[src/rtl/interrupt_controller.sv]
// interrupt_controller: edge-latched, masked, fixed-priority interrupt injector feeding cd's interrupciones code.
module interrupt_controller #(
  parameter int NSRC = 7
) (
  input  logic            clk,
  input  logic            reset,
  input  logic [NSRC-1:0] irq,
  input  logic            reti,
  input  logic            mask_we,
  input  logic [NSRC-1:0] mask_in,
  input  logic            gie_we,
  input  logic            gie_in,
  output logic [2:0]      interrupciones,
  output logic [NSRC-1:0] pending,
  output logic            busy
);
  typedef enum logic [1:0] {IDLE, INJECT, SERVICE} state_t;
  state_t          state_q, state_d;
  logic [2:0]      code_q, code_d, sel;
  logic [NSRC-1:0] irq_q, pending_q, pending_d, mask_q, mask_d, elig, clr, edge_w;
  logic            gie_q, gie_d, take;
  assign edge_w = irq & ~irq_q;
  assign elig   = pending_q & mask_q & {NSRC{gie_q}};
  assign take   = (state_q == IDLE) && (|elig);
  // Only the source being injected is cleared; a same-cycle new edge re-sets it.
  assign clr       = (state_q == INJECT) ? NSRC'(1) << (code_q - 3'd1) : '0;
  assign pending_d = (pending_q & ~clr) | edge_w;
  assign mask_d    = mask_we ? mask_in : mask_q;
  assign gie_d     = gie_we ? gie_in : gie_q;
  always_comb begin
    sel = '0;
    for (int i = NSRC - 1; i >= 0; i--)
      if (elig[i]) sel = 3'(i + 1);
  end
  always_comb begin
    state_d = take ? INJECT :
              (state_q == INJECT) ? SERVICE :
              (state_q == SERVICE && reti) ? IDLE : state_q;
    code_d  = take ? sel : '0;
  end
  always_ff @(posedge clk or negedge reset) begin
    if (!reset) begin
      state_q   <= IDLE;
      code_q    <= '0;
      irq_q     <= '0;
      pending_q <= '0;
      mask_q    <= '1;
      gie_q     <= 1'b0;
    end else begin
      state_q   <= state_d;
      code_q    <= code_d;
      irq_q     <= irq;
      pending_q <= pending_d;
      mask_q    <= mask_d;
      gie_q     <= gie_d;
    end
  end
  assign interrupciones = code_q;
  assign pending        = pending_q;
  assign busy           = (state_q != IDLE);
endmodule

[config.mk]
export PLATFORM = sky130hd
export DESIGN_NAME = interrupt_controller
export DESIGN_NICKNAME = d
export VERILOG_FILES = /design/src/rtl/interrupt_controller.sv
export SDC_FILE = /design/constraint.sdc
export NUM_CORES = 1
export LEC_CHECK = 0
export ABC_CLOCK_PERIOD_IN_PS = 2200
export BUFFER_PORTS_ARGS = -buffer_cell sky130_fd_sc_hd__clkbuf_2
export CAP_MARGIN = 0
export CORE_MARGIN = 2
export CORE_UTILIZATION = 26
export CTS_CLUSTER_DIAMETER = 200
export DETAILED_ROUTE_END_ITERATION = 8
export SETUP_SLACK_MARGIN = 0.5
export SLEW_MARGIN = 20
export SYNTH_ARGS = -nofsm -noshare
export SYNTH_HDL_FRONTEND = slang
export SYNTH_SLANG_ARGS = --single-unit
[constraint.sdc]
create_clock -name clk -period 2.2 [get_ports clk]
set_clock_uncertainty 0.1 [all_clocks]
set_input_delay 0.44 -clock clk [delete_from_list [all_inputs] [get_ports clk]]
set_output_delay 0.44 -clock clk [all_outputs]
set_load 0.005 [all_outputs]
### Yosys cells after proc, flatten, opt, wreduce, memory -nomap -nowiden

Index checks and enable logic that the tools add are counted.

* add/sub/neg operators: 1
* shifts and indexed selects: 1
* reductions and logical operators: 6
* mux-type cells: 12
* eq/ne operators: 2
* bitwise logic cells: 7

Operators with widths (count)
* bitwise AND 7 bit: 4
* two-way mux 3 bit: 8
* NOT 7 bit: 2
* two-way mux 7 bit: 1
* bitwise OR 7 bit: 1
* OR reduction 7 bit: 1
* << shifter 1 x 3 -> 7 bit (first input constant): 1
* two-way mux 2 bit: 3
* nonzero test 3 bit: 1
* subtractor 3 x 1 -> 3 bit (second input constant): 1
* equality test 2 x 1 -> 1 bit (second input constant): 1
* equality test 2 bit (second input constant): 1
* logical AND 1 bit: 2
* logical NOT 2 bit: 1
* nonzero test 2 bit: 1

* input bits: 20
* logic and storage cells: 35
* register bits after elaboration: 27

### Logic depth before layout (Yosys ltp)

Gate-level depths: netlist of run 1.

* depth in word-level cells: 10
* mapped depth: 5

### Worst setup path after synthesis of run 1

Ideal clock, no wire load.

* path kind: register to register
* start point: register code_q[0] (netlist: interrupciones[0])
* end point: register pending_q[2] (netlist: pending[2])
* arrival time: 1104 ps
* setup slack: 868 ps
* stages on the path, launching flop included: 6
* data required time: 1971 ps
* library setup time: 129 ps
* period minus slack after synthesis: 1332 ps
* cells stage by stage: dfrtp_1 -> nor2_1 -> ha_1 -> nand2b_1 -> o21ai_0 -> o21ai_0

* longest elaborated chain between the ends: 6

Ends and longest elaborated chain
* start: declaration: RTL line 19 `logic [2:0] code_q, code_d, sel;`
* start signal: assignment: RTL line 51 `code_q <= code_d;`
* subtractor 3 x 1 -> 3 bit: RTL line 26 `assign clr = (state_q == INJECT) ? NSRC'(1) << (code_q - 3'd1) : '0;`
* << shifter 1 x 3 -> 7 bit: RTL line 26
* two-way mux 7 bit: RTL line 26
* NOT 7 bit: RTL line 27 `assign pending_d = (pending_q & ~clr) | edge_w;`
* bitwise AND 7 bit: RTL line 27
* bitwise OR 7 bit: RTL line 27
* net pending_d[2]: RTL line 20 `logic [NSRC-1:0] irq_q, pending_q, pending_d, mask_q, mask_d, elig, clr, edge_w;`
* end signal: assignment: RTL line 53 `pending_q <= pending_d;`
* end: declaration: RTL line 20

The timed path passes the listed nets, and every way through them passes these cells.
A chain may end at the register's enable or synchronous reset.

### Worst setup path in the final report of run 1

* start point: register state_q[0]
* end point: output port busy

* longest elaborated chain between the ends: 1

Ends and longest elaborated chain
* start: declaration: RTL line 18 `state_t state_q, state_d;`
* start signal: assignment: RTL line 50 `state_q <= state_d;`
* nonzero test 2 bit: RTL line 60 `assign busy = (state_q != IDLE);`
* end: declaration: RTL line 15 `output logic busy`

No other way between the ends.

==> metrics.md, run 1 <==
| Metric | Value |
|---|---|
| Crit path DAT | `1.04 ns` |
| IO Count | `31` |
| Via count | `810` |
| Initial core utilization | `0.271` |
| Unrepaired setup endpoints after global routing | `false` |
| Post-DR wirelength/cell | `12.4 um` |
| Clock power frac | `0.239` |
| Row count | `23` |
| Critical path class | `register to output pin` |
| CTS Root Buffer Type | `clkbuf_8` |
| Clk sinks | `27` |
| Min-delay worst type | `input port to async pin` |
| Met3 wire length | `90 um` |
| FF-to-FF path depth | `5` |
| Crit path to | `busy` |
| Synth async-reset ratio | `1.00` |
| Post-synthesis register bit count | `27` |
| Synth Cell Area | `1090 um2` |
| Port bufs | `30` |
| Vias in the first global route | `853` |
| Seq/Total Area, Yosys | `0.626` |
| Initial drt markers | `8` |
| Top_reg_cell synth | `dfrtp_1` |
| Post-synth EDFFs | `0` |
| Syn Nets | `117` |
| Post-synth top cells | `20 x dfrtp_1, 19 x nand2_1, 14 x o21ai_0` |
| Worst Setup Start Kind | `register` |
| Final Cycle Share | `0.720` |
| GRT Overall Usage | `0.107` |
| Routed Antenna Nets | `0` |
| Final Critical Period | `1.58 ns` |
| Synth area leaders | `dfrtp_1 46%, dfstp_2 17%, mux2_2 8.2%` |
| Logic gate share of total power | `0.209` |
| Pin count of the biggest net entering global routing | `28` |
| Worst Path Required | `1.66 ns` |
| Synthesized netlist cell count | `96` |
| Post-Route M1 WL | `1.00 mm` |
| Die Span Y | `68.9 um` |
| Worst VDD drop | `0.340 mV` |
| DRC | `0` |
| R2R Setup Slk | `0.74 ns` |
| WL met2 | `1.10 mm` |
| Dpl hpwl | `1.73 mm` |
| Nets | `151` |
| Layout cells sized above 1 | `0.403` |
| Register clock-pin slew on the reported worst setup and hold paths | `0.09 ns` |
| Yosys top cell by area | `dfrtp_1` |
| Sequential Power Share | `0.552` |
| Synth top area share | `0.458` |
| Max FO, Critical Path | `4` |
| Number of setup violations in the final report | `0` |
| Netlist cell types | `21` |
| Cell internal pwr | `0.000812 W` |
| Max-cap violations | `0` |
| R2r startpoint | `interrupciones[0]` |
| Slew Limit Fails | `0` |
| Die X | `68.9 um` |
| Placer Congestion | `0.870` |
| Leakage | `0.632 nW` |
| GR Overflow Total | `0` |
| Top sig layer | `met4` |
| First-pass GRT wire length | `3.73 mm` |
| H-Tree Depth | `1` |
| Total power | `0.00115 W` |
| Skew-Pair Late Insertion Delay | `0.26 ns` |
| Synth Area per Inst | `11.4 um2` |
| CP startpoint | `state_q[0]` |
| Critical R2R Capture | `pending[1]` |
| Initial antenna violation count | `0` |
| Core Region | `4030 um2` |
| Drt total wl | `2.21 mm` |
| Crit end category | `output pin` |
| CTS buffer count | `3` |
| Final setup TNS | `0 ns` |
| CTS Hold Buffers Added | `0` |
| Hold violation count in the final report | `0` |
| Synth warn | `0` |
| Clock tree buffer depth | `2` |
| Die ar. | `4740 um2` |
| Syn-to-layout area delta | `23.3%` |
| Status | `finished clean` |
| Worst-Margin Slew | `0.644 ns` |
| Drt pass-1 iters | `4` |
| Pwr dens | `849 nW/um2` |
| CTS tree | `yes` |
| Cell with the most instances after synthesis | `dfrtp_1` |
| Net load switching power | `0.000333 W` |
| Slew HR | `0.571` |
| Vias per cell | `4.53` |
| ANT cells | `0` |
| Max Clk Rate | `631 MHz` |
| Switch share | `0.291` |
layout by cell type (no fill, tap or decap), types with 2 or more instances in the layout:
master    synthesis  routed
inv_1             9       9
nand4_1           2       2
o21ai_0          14      14
nand2_1          19      19
dfrtp_1          20      20
clkbuf_8          0       3
nand2b_1          3       3
dfstp_2           7       7
clkbuf_2          0      30
mux2_2            8       8
final cells by class:
class | count | area (um2)
Fill cell | 435 | 2680
Timing Repair Buffer | 30 | 150
Sequential cell | 27 | 684
Tap cell | 50 | 62.6
Clock buffer | 4 | 45.0
Multi-Input combinational cell | 59 | 373
Inverter | 9 | 33.8
worst min-delay path by stage:
stage | startpoint | endpoint | slack (ns) | cells past startpoint
2_1_floorplan | reset | gie_q | 0.04 | 0
3_3_place_gp | irq_q[1] | pending[1] | 0.31 | 1
3_5_place_dp | irq_q[1] | pending[1] | 0.31 | 1
4_1_cts | reset | irq_q[4] | 0.11 | 1
5_1_grt | reset | irq_q[4] | 0.13 | 1
6_report | reset | irq_q[4] | 0.08 | 1
power groups by stage:
stage,logic (W),registers [W],clock network (W)
after detailed placement,0.000238,0.000640,0
after global placement,0.000235,0.000635,0
after global routing,0.000280,0.000645,0.000302
after floorplan,0.000146,0.000624,0
final,0.000239,0.000633,0.000274
after CTS,0.000241,0.000631,0.000284
sequential cells by signal, summed over array words and instances, names as in the netlist:
name and cells:
mask_q 7, irq_q 7, state_q 2, pending 7
gie_q 1, interrupciones 3
worst max-delay path, cell delays in order, from the launching register on:
cell      delay (ns)
dfrtp_1         0.42
nor2_2          0.19
inv_1           0.06
clkbuf_2        0.11
metrics by stage:
| step | instances | utilization | hold slack [ns] | setup slack, ns | instance area, um2 |
|---|---|---|---|---|---|
| finish | 179 | 0.335 | 0.0812 | 0.616 | 1350 |
| global placement | 175 | 0.323 | 0.307 | 0.831 | 1300 |
| CTS | 179 | 0.334 | 0.107 | 0.532 | 1350 |
| detailed placement | 175 | 0.323 | 0.310 | 0.778 | 1300 |
| floorplan | 96 | - | 0.0444 | 0.868 | 1090 |
| global route | 179 | 0.335 | 0.130 | 0.523 | 1350 |
per-layer routing:
layer  track usage  vias up
met5             0        -
met4        0.0368        0
met3        0.0195        2
met2         0.181       19
met1         0.138      400
li1              -      389
cells by family after synthesis:
logic type,share of synthesized area
adder cells (fa/ha/maj),0.0114
buffers and inverters,0.0355
flip-flops,0.626
AND/OR/NAND/NOR,0.128
multiplexers,0.0824
AO/OA/AOI/OAI,0.117
timing repair:
item	CTS	global route
gates resized for setup	0	1
setup buffers	0	0
endpoints found under the setup margin	0	1
Power figures use the tool's default switching activity.
==> run 2: changes to the inputs <==
--- a/config.mk
+++ b/config.mk
@@ -5,7 +5,7 @@
 export SDC_FILE = /design/constraint.sdc
 export NUM_CORES = 1
 export LEC_CHECK = 0
-export ABC_CLOCK_PERIOD_IN_PS = 2200
+export ABC_CLOCK_PERIOD_IN_PS = 1400
 export BUFFER_PORTS_ARGS = -buffer_cell sky130_fd_sc_hd__clkbuf_2
 export CAP_MARGIN = 0
 export CORE_MARGIN = 2
==> constraint.sdc (replaced) <==
create_clock -name clk -period 1.4 [get_ports clk]
set_clock_uncertainty 0.1 [all_clocks]
set_input_delay 0.28 -clock clk [delete_from_list [all_inputs] [get_ports clk]]
set_output_delay 0.28 -clock clk [all_outputs]
set_load 0.005 [all_outputs]
==> run 2 against run 1 <==
Effect of this change: the flow now finishes with violations (hold timing); setup slack lost 0.57 ns; utilization grew 8.3 points; clock-buffer cell count fell by 1; sequential power up 60%; first-iteration DRC count up 38%; combinational power rose to 3.3 times the previous value; clock power grew 62%; final cell count rose by 13%; sequential share of layout area down 10 points; flip-flop and latch count did not move; via count is 15% higher; critical endpoint unchanged; largest power group unchanged; highest routed layer unchanged.
==> metrics.md, run 2 (synthesis results as in run 1) <==
| Metric | Value |
|---|---|
| Status | `finished, violations left` |
| Failing checks | `hold timing` |
| Die X | `68.9 um` |
| Initial drt markers | `11` |
| Port bufs | `30` |
| R2r startpoint | `interrupciones[1]` |
| Placer Congestion | `0.865` |
| GRT Overall Usage | `0.128` |
| Min-delay worst type | `input port to async pin` |
| Dpl hpwl | `1.94 mm` |
| Critical R2R Capture | `pending[2]` |
| Initial core utilization | `0.271` |
| Cell internal pwr | `0.00153 W` |
| Final Cell Area | `1680 um2` |
| Routed Antenna Nets | `0` |
| Max Clk Rate | `740 MHz` |
| Sequential Power Share | `0.449` |
| Initial antenna violation count | `0` |
| Clock power frac | `0.197` |
| Net load switching power | `0.000722 W` |
| CTS tree | `yes` |
| Commonest non-fill, non-tap cell in the layout | `clkbuf_2` |
| Pwr dens | `1330 nW/um2` |
| Worst-path cell chain | `nor2_4, inv_1, clkbuf_2` |
| Core Region | `4030 um2` |
| Switch share | `0.321` |
| Slowest stage cell, crit path | `dfrtp_1` |
| Post-DR wirelength/cell | `15.0 um` |
| Logic gate share of total power | `0.353` |
| Pin count of the biggest net entering global routing | `19` |
| Number of setup violations in the final report | `0` |
| Max FO, Critical Path | `2` |
| Final worst setup slack | `0.0485 ns` |
| Crit-path leading delay family | `flip-flops` |
| DRC | `0` |
| CTS Root Buffer Type | `clkbuf_8` |
| Hold violation count in the final report | `7` |
| H-Tree Depth | `1` |
| CTS buffer count | `3` |
| Min Hold Slack | `-0.225 ns` |
| Row count | `23` |
| Drt total wl | `3.04 mm` |
| Unrepaired setup endpoints after global routing | `true` |
| Slew HR | `0.801` |
| Worst-Margin Slew | `0.298 ns` |
| Via count | `928` |
| Clk sinks | `27` |
| Pre-CTS WS | `0.0985 ns` |
| Clock tree buffer depth | `2` |
| Slew Limit Fails | `0` |
| Final Critical Period | `1.35 ns` |
| Leakage | `0.796 nW` |
| Die Span Y | `68.9 um` |
| Vias per cell | `4.59` |
| Max-cap violations | `0` |
| Worst VDD drop | `0.564 mV` |
| ANT cells | `0` |
| Critical path class | `register to output pin` |
| Skew-Pair Late Insertion Delay | `0.27 ns` |
| Register clock-pin slew on the reported worst setup and hold paths | `0.09 ns` |
| IO Count | `31` |
| Layout Utilization | `0.418` |
| Worst Setup Start Kind | `register` |
| GR Overflow Total | `0` |
| Commonest cells after routing, fill and taps aside | `30 x clkbuf_2, 18 x dfrtp_1, 13 x buf_4` |
| Syn-to-layout area delta | `54.0%` |
| FF-to-FF path depth | `5` |
| Layout cells sized above 1 | `0.651` |
| Crit path DAT | `0.97 ns` |
| Worst Path Required | `1.02 ns` |
| Crit end category | `output pin` |
| Final Cycle Share | `0.965` |
| CP peak stage delay | `0.43 ns` |
| Die ar. | `4740 um2` |
| First-pass GRT wire length | `4.32 mm` |
| Worst path bufs/invs | `2` |
| Drt pass-1 iters | `6` |
| Vias in the first global route | `978` |
| DP Area | `1370 um2` |
| Nets | `174` |
| R2R Setup Slk | `0.05 ns` |
## run 2: cell count changes in the layout (fill, tap and decap cells not counted), moves of 4 or more
cell     before  now
o21ai_2       0    4
o21ai_0      14    1
o21ai_1       0    9
buf_4         0   13
buf_6         0    9
nand2_2       0    9
nand2_1      19    8
## run 2: how the worst max path moves through the flow
stage | end | start | slack [ns] | cells past startpoint
after floorplan | pending[2] | interrupciones[1] | 0.13 | 5
after global placement | pending[1] | interrupciones[0] | 0.13 | 5
after detailed placement | pending[2] | interrupciones[1] | 0.1 | 5
after CTS | busy | state_q[0] | 0.06 | 3
after global routing | state_q[0] | pending[1] | -0.01 | 4
final | busy | state_q[0] | 0.05 | 3
## run 2: power by group through the flow
stage	combinational [W]	clock, W	sequential (W)
final	0.000794	0.000443	0.00101
after global routing	0.000862	0.000485	0.00102
after CTS	0.000613	0.000454	0.000996
after detailed placement	0.000463	0	0.000998
after global placement	0.000451	0	0.000991
after floorplan	0.000264	0	0.000986
## run 2: cell type report
class | instances | area, um2
sequential | 27 | 687
clock buffer | 3 | 41.3
tap | 50 | 62.6
clock inverter | 1 | 5.00
fill | 388 | 2340
multi-input combinational | 59 | 485
timing repair buffer | 53 | 369
inverter | 9 | 33.8
## run 2: layer usage
layer  up-vias  part of all wire  GRT usage
li1        433                 -          -
met1       443              0.42      0.158
met2        39              0.51      0.215
met3        13             0.049     0.0244
met4         0             0.027     0.0588
met5         -                 0          0
## run 2: metrics by stage
stage	total power, W	hold WS (ns)	cells	TNS, ns
after floorplan	0.00125	-0.116	96	0
after global placement	0.00144	0.0711	180	0
after detailed placement	0.00146	0.0771	180	0
after CTS	0.00206	-0.222	194	0
after global routing	0.00237	-0.222	202	-0.0140
final	0.00225	-0.225	202	0
## run 2: what timing repair did
item                                    CTS  global route
gates cloned                              0             0
hold endpoints to repair                  7             7
resized for setup                        18            23
endpoints found under the setup margin   23            27
pin swaps                                11             6
buffers inserted                         10             8
